`config.mk`:
```
export PLATFORM = sky130hd
export DESIGN_NAME = agc_lock_detect
export DESIGN_NICKNAME = d
export VERILOG_FILES = /design/src/rtl/agc_lock_detect_pkg.sv /design/src/rtl/lock_hysteresis_fsm.sv /design/src/rtl/agc_lock_detect.sv
export SDC_FILE = /design/constraint.sdc
export NUM_CORES = 1
export LEC_CHECK = 0
export CAP_MARGIN = 10
export CORE_UTILIZATION = 30
export CTS_CLUSTER_DIAMETER = 30
export DETAILED_ROUTE_END_ITERATION = 7
export DONT_BUFFER_PORTS = 1
export PLACE_DENSITY = 0.54
export RECOVER_POWER = 25
export SLEW_MARGIN = 20
export SYNTH_ARGS = -nofsm -noshare
export SYNTH_HDL_FRONTEND = slang
export SYNTH_SLANG_ARGS = --single-unit
```
`constraint.sdc`:
```
create_clock -name clk -period 7.4 [get_ports clk]
set_input_delay 0.37 -clock clk [delete_from_list [all_inputs] [get_ports clk]]
set_output_delay 0.37 -clock clk [all_outputs]
set_load 0.02 [all_outputs]
```
`src/rtl/agc_lock_detect_pkg.sv`:
```
// ---------------------------------------------------------------------------
// agc_lock_detect_pkg: shared widths, state encoding and power-target defaults
// Rev 1.0
// ---------------------------------------------------------------------------
`default_nettype none

package agc_lock_detect_pkg;

  localparam int SAMPLE_W = 8;
  localparam int ABS2_W   = 17;

  // The AGC loop's power-target setting uses these same values.
  localparam int DEF_TARGET = 4096;
  localparam int DEF_TOL    = 512;

  localparam logic [0:0] ST_SEARCH = 1'b0;
  localparam logic [0:0] ST_LOCKED = 1'b1;

endpackage

`default_nettype wire

```
`src/rtl/lock_hysteresis_fsm.sv`:
```
// ---------------------------------------------------------------------------
// lock_hysteresis_fsm: good/bad window counting with SEARCH/LOCKED hysteresis
// Rev 1.0
// ---------------------------------------------------------------------------
`default_nettype none

module lock_hysteresis_fsm
  import agc_lock_detect_pkg::*;
#(
  parameter int LOCK_CNT   = 4,
  parameter int UNLOCK_CNT = 2
) (
  input  logic clk,
  input  logic rst,
  input  logic window_done,
  input  logic window_good,
  input  logic clear,
  output logic lock
);

  localparam int CNT_MAX = (LOCK_CNT > UNLOCK_CNT) ? LOCK_CNT : UNLOCK_CNT;
  localparam int CW      = $clog2(CNT_MAX + 1);
  localparam logic [CW-1:0] GOOD_LAST = CW'(LOCK_CNT - 1);
  localparam logic [CW-1:0] BAD_LAST  = CW'(UNLOCK_CNT - 1);

  logic [0:0]    state;
  logic [CW-1:0] good_cnt;
  logic [CW-1:0] bad_cnt;

  always_ff @(posedge clk or posedge rst) begin
    if (rst) begin
      state    <= ST_SEARCH;
      good_cnt <= '0;
      bad_cnt  <= '0;
    end else if (clear) begin
      state    <= ST_SEARCH;
      good_cnt <= '0;
      bad_cnt  <= '0;
    end else if (window_done) begin
      if (state == ST_SEARCH) begin
        if (!window_good) begin
          good_cnt <= '0;
        end else if (good_cnt >= GOOD_LAST) begin
          // Threshold reached: counters restart so they never pass it.
          state    <= ST_LOCKED;
          good_cnt <= '0;
          bad_cnt  <= '0;
        end else begin
          good_cnt <= good_cnt + CW'(1);
        end
      end else begin
        if (window_good) begin
          bad_cnt <= '0;
        end else if (bad_cnt >= BAD_LAST) begin
          state    <= ST_SEARCH;
          good_cnt <= '0;
          bad_cnt  <= '0;
        end else begin
          bad_cnt <= bad_cnt + CW'(1);
        end
      end
    end
  end

  assign lock = (state == ST_LOCKED);

endmodule

`default_nettype wire

```
`src/rtl/agc_lock_detect.sv`:
```
// ---------------------------------------------------------------------------
// agc_lock_detect: windowed mean of I/Q power compared against a target
// Rev 1.0
// ---------------------------------------------------------------------------
`default_nettype none

module agc_lock_detect
  import agc_lock_detect_pkg::*;
#(
  parameter int LOG2_WIN   = 4,
  parameter int TARGET     = DEF_TARGET,
  parameter int TOL        = DEF_TOL,
  parameter int LOCK_CNT   = 4,
  parameter int UNLOCK_CNT = 2
) (
  input  logic                       clk,
  input  logic                       rst,
  input  logic signed [SAMPLE_W-1:0] real_i,
  input  logic signed [SAMPLE_W-1:0] imag_i,
  input  logic                       valid_i,
  input  logic                       clear_i,
  output logic [15:0]                power_o,
  output logic                       power_valid_o,
  output logic                       lock_o
);

  localparam int SUM_W = ABS2_W + LOG2_WIN;

  logic signed [2*SAMPLE_W-1:0] re_sq;
  logic signed [2*SAMPLE_W-1:0] im_sq;
  logic [ABS2_W-1:0]            abs2_next;
  logic [ABS2_W-1:0]            abs2;
  logic                         s1_valid;
  logic [SUM_W-1:0]             sum;
  logic [SUM_W-1:0]             sum_next;
  logic [ABS2_W-1:0]            mean;
  logic signed [17:0]           diff;
  logic [17:0]                  mag;
  logic                         win_last;
  logic                         window_done;
  logic                         window_good;

  // Squares are never negative, so zero-extension of the bit patterns is exact.
  assign re_sq     = real_i * real_i;
  assign im_sq     = imag_i * imag_i;
  assign abs2_next = {1'b0, re_sq} + {1'b0, im_sq};

  always_ff @(posedge clk or posedge rst) begin
    if (rst) begin
      abs2     <= '0;
      s1_valid <= 1'b0;
    end else begin
      abs2     <= abs2_next;
      s1_valid <= valid_i & ~clear_i;
    end
  end

  generate
    if (LOG2_WIN == 0) begin : g_single
      assign win_last = 1'b1;
    end else begin : g_count
      logic [LOG2_WIN-1:0] cnt;

      // Natural wrap brings the counter back to 0 on the window's last sample.
      always_ff @(posedge clk or posedge rst) begin
        if (rst) begin
          cnt <= '0;
        end else if (clear_i) begin
          cnt <= '0;
        end else if (s1_valid) begin
          cnt <= cnt + LOG2_WIN'(1);
        end
      end

      assign win_last = &cnt;
    end
  endgenerate

  assign sum_next    = sum + SUM_W'(abs2);
  assign mean        = sum_next[LOG2_WIN +: ABS2_W];
  assign diff        = $signed({1'b0, mean}) - $signed(18'(TARGET));
  assign mag         = diff[17] ? $unsigned(-diff) : $unsigned(diff);
  assign window_good = (mag <= 18'(TOL));
  assign window_done = s1_valid & win_last & ~clear_i;

  always_ff @(posedge clk or posedge rst) begin
    if (rst) begin
      sum           <= '0;
      power_o       <= '0;
      power_valid_o <= 1'b0;
    end else begin
      power_valid_o <= 1'b0;
      if (clear_i) begin
        sum <= '0;
      end else if (s1_valid) begin
        if (win_last) begin
          sum           <= '0;
          power_o       <= mean[16] ? 16'hFFFF : mean[15:0];
          power_valid_o <= 1'b1;
        end else begin
          sum <= sum_next;
        end
      end
    end
  end

  lock_hysteresis_fsm #(
    .LOCK_CNT   (LOCK_CNT),
    .UNLOCK_CNT (UNLOCK_CNT)
  ) u_fsm (
    .clk         (clk),
    .rst         (rst),
    .window_done (window_done),
    .window_good (window_good),
    .clear       (clear_i),
    .lock        (lock_o)
  );

endmodule

`default_nettype wire

```
==> reports/summary.txt <==
Sw Share = 48.2%
Post-Syn Instances = 958
antenna violations before repair = 0
Slew Viols, Final = 68
final instance area = 0.00923 mm2
Pwr Density = 460 mW/mm2
Comb power frac = 78.1%
Synth Flop Type = dfrtp_1
Switch Pwr = 2.04 mW
postcts setup bufs = 0
Synth Area in Compound Gates = 14.2%
cts hold-fix bufs = 0
Tot Pwr = 4.24 mW
Worst R2R Setup Slack = 3.59 ns
largest net degree at the start of global routing = 68
flops & latches, synth = 67
ant diodes = 0
Required @ worst endpoint = 7.66 ns
DR DRC count = 0
crit-path max FO = 10
drt total wl = 17000 um
Synth Area in Simple Gates = 14.1%
first-pass GRT wire length = 30100 um
Placed Area = 0.00895 mm2
fill cell count = 2972
clk_lat worst skew = 0.33 ns
proportion of synthesized area in mux cells = 0.600%
Synth Cell Area = 0.00855 mm2
GPL Wtd Cong = 0.767
CTS tree = done
Post-DRT Antenna Nets = 0
Critical path destination = abs2[15]
Port Buf Inserts = 0
IO Count = 38
Slew headroom = -139%
synth-to-layout area growth = 7.89%
CTS Buffer Depth = 2
Root Buffer = clkbuf_16
Row Count = 61
share of layout cells above drive strength 1 = 3.90%
failing checks = max-capacitance violations, max-slew violations
XOR/XNOR Fraction of Synth Area = 7.16%
VDD IR-drop max = 0.398 mV
Sink Count = 67
Detailed Route Iter0 Violations = 215
Initial Util = 30.6%
Worst Max-Slew Pin Slew = 3.58 ns
CP Launch Point = real_i[3]
Setup CP Type = in -> reg
Crit Reg-Reg Endpoint = u_fsm.bad_cnt[2]
# setup viols final = 0
Post-synth EDFFs = 0
LEAKAGE = 4.48 nW
Tmin final = 4.95 ns
most frequent cells in the layout = inv_1 (175), ha_1 (94), fa_1 (92)
vias in the first global route = 6559
Mean Syn Cell Area = 8.93 um2
DR vias/cell = 4.64
iteration count of the initial detailed-routing pass = 4
largest family of logic cells by synthesized area = adder cells
RR Startpoint = sum[0]
final hold violation count = 0
Yosys cell types = 65
max_cap viols = 1
synthesized net count = 1164
core area = 0.0279 mm2
GRT Overall Usage = 12.7%
status = finished with violations
PostCTS Resize Cnt = 0
P_int = 2.20 mW
DP HPWL = 14200 um
setup TNS = 0 ns
ys async rst share = 100%
fin nets = 1151
CP Launch Type = primary input
critical path data arrival time = 5.21 ns
Sequential Power Share = 12.2%
Vias = 6153
CTS H-Tree Depth = 3
clock slew seen by the registers of the worst setup and hold paths = 0.06 ns
Yosys warnings = 0
worst hold path class = in -> reg
CTS buffer count = 9
Fin Clk Skew = 0.00782 ns
clock power share = 9.7%
GR Overflow Total = 0
commonest non-fill, non-tap cell in the layout = inv_1
Die W = 171 um
kind of end point of the critical path = flop
Seq/Total Area, Yosys = 19.6%
Period Utilization, post-route = 66.9%
Die Ht = 171 um
RSZ-0062 raised after global routing = false
max frequency = 202 MHz
Post-Synth Adder-Cell Area = 35.3%
DR WL/cell = 12.8 um
FF-to-FF path depth = 15
die area = 0.0292 mm2
through the flow:
stage                     hold slack [ns]  setup slack (ns)  instances  util, %
after global routing               0.0825              2.09       1327     33.0
after CTS                          0.0776              2.43       1327     33.0
after floorplan                     0.454              2.23        958        -
after global placement              0.439              2.14       1312     32.0
final                              0.0968              2.45       1327     33.0
after detailed placement            0.439              2.08       1312     32.0
worst min path at each step:
stage / cells after the start / end / startpoint
2_1_floorplan: 2 / sum[0] / sum[0]
3_3_place_gp: 1 / g_count.cnt[3] / clear_i
3_5_place_dp: 1 / u_fsm.lock / clear_i
4_1_cts: 1 / u_fsm.lock / clear_i
5_1_grt: 1 / g_count.cnt[0] / clear_i
6_report: 1 / u_fsm.lock / clear_i
flip-flops by register name, indices dropped and copies added (netlist names):
| name | cells |
|---|---|
| g_count.cnt | 4 |
| sum | 21 |
| s1_valid | 1 |
| u_fsm.lock | 1 |
| power_o | 16 |
| u_fsm.good_cnt | 3 |
| u_fsm.bad_cnt | 3 |
| abs2 | 17 |
| power_valid_o | 1 |
power groups by stage:
| stage | clock, mW | sequential [mW] | combinational [mW] |
|---|---|---|---|
| 3_5_place_dp | 0 | 0.524 | 3.35 |
| 2_1_floorplan | 0 | 0.506 | 2.69 |
| 6_report | 0.410 | 0.519 | 3.31 |
| 4_1_cts | 0.422 | 0.519 | 3.37 |
| 5_1_grt | 0.439 | 0.526 | 3.79 |
| 3_3_place_gp | 0 | 0.525 | 3.33 |
kinds of logic after synthesis:
family          after synthesis
compound gates              184
mux                           5
xor+xnor                     69
fa+ha+maj                   186
simple gates                244
flops                        67
buf+inv                     203
critical path, cell delays in order:
cell and delay (ns):
and2_1 0.14, ha_1 0.31, a21o_1 0.20, fa_1 0.47
ha_1 0.29, inv_1 0.05, fa_1 0.53, inv_1 0.07
fa_1 0.45, a21oi_1 0.16, nor2_1 0.05, nor2_1 0.15
o21bai_1 0.09, a21oi_1 0.22, nor2b_1 0.07, o21a_1 0.16
nor2_1 0.15, xnor2_1 0.09, ha_1 0.25, a2111o_1 0.38
a31o_2 0.25, a21oi_1 0.18, xnor2_1 0.13
per-layer routing:
metal  track usage [%]  part of all wire [%]  up-vias
li1                  -                     -     3069
met1              15.4                    45     3011
met2              23.7                    51       64
met3              1.57                   2.9        9
met4              3.11                  0.80        0
met5                 0                     0        -
final cells by class:
type                       count  area [um2]  area share, %
timing repair buffer           4        26.3          0.285
clock buffer                  12         236           2.56
inverter                     175         657           7.12
sequential                    67        1680           18.2
tap                          378         473           5.13
clock inverter                 3        40.0          0.434
multi-input combinational    688        6120           66.3
synth_stat cells (all sizes together), types with 2 or more instances:
library cell	instances	area share, %
a211oi	4	0.35
a21boi	5	0.44
a21o	17	1.5
a21oi	46	2.8
a31o	2	0.31
a31oi	20	1.6
a32o	2	0.23
a32oi	2	0.20
and2	32	2.3
and3	5	0.37
buf	3	0.18
clkbuf	25	1.1
dfrtp	67	20
fa	92	22
ha	94	14
inv	175	7.7
mux2i	4	0.47
nand2	74	3.2
nand2b	9	0.66
nand3	16	0.94
nand4	5	0.37
nor2	55	2.4
nor2b	20	1.6
nor3	6	0.41
nor4	3	0.22
o211ai	2	0.18
o21a	11	0.97
o21ai	50	3.1
o21bai	6	0.53
o22ai	2	0.15
o31a	2	0.20
o31ai	4	0.51
or2	5	0.37
or3	4	0.29
or4	3	0.26
xnor2	53	5.5
xor2	16	1.6
(Power assumes the default switching activity.)
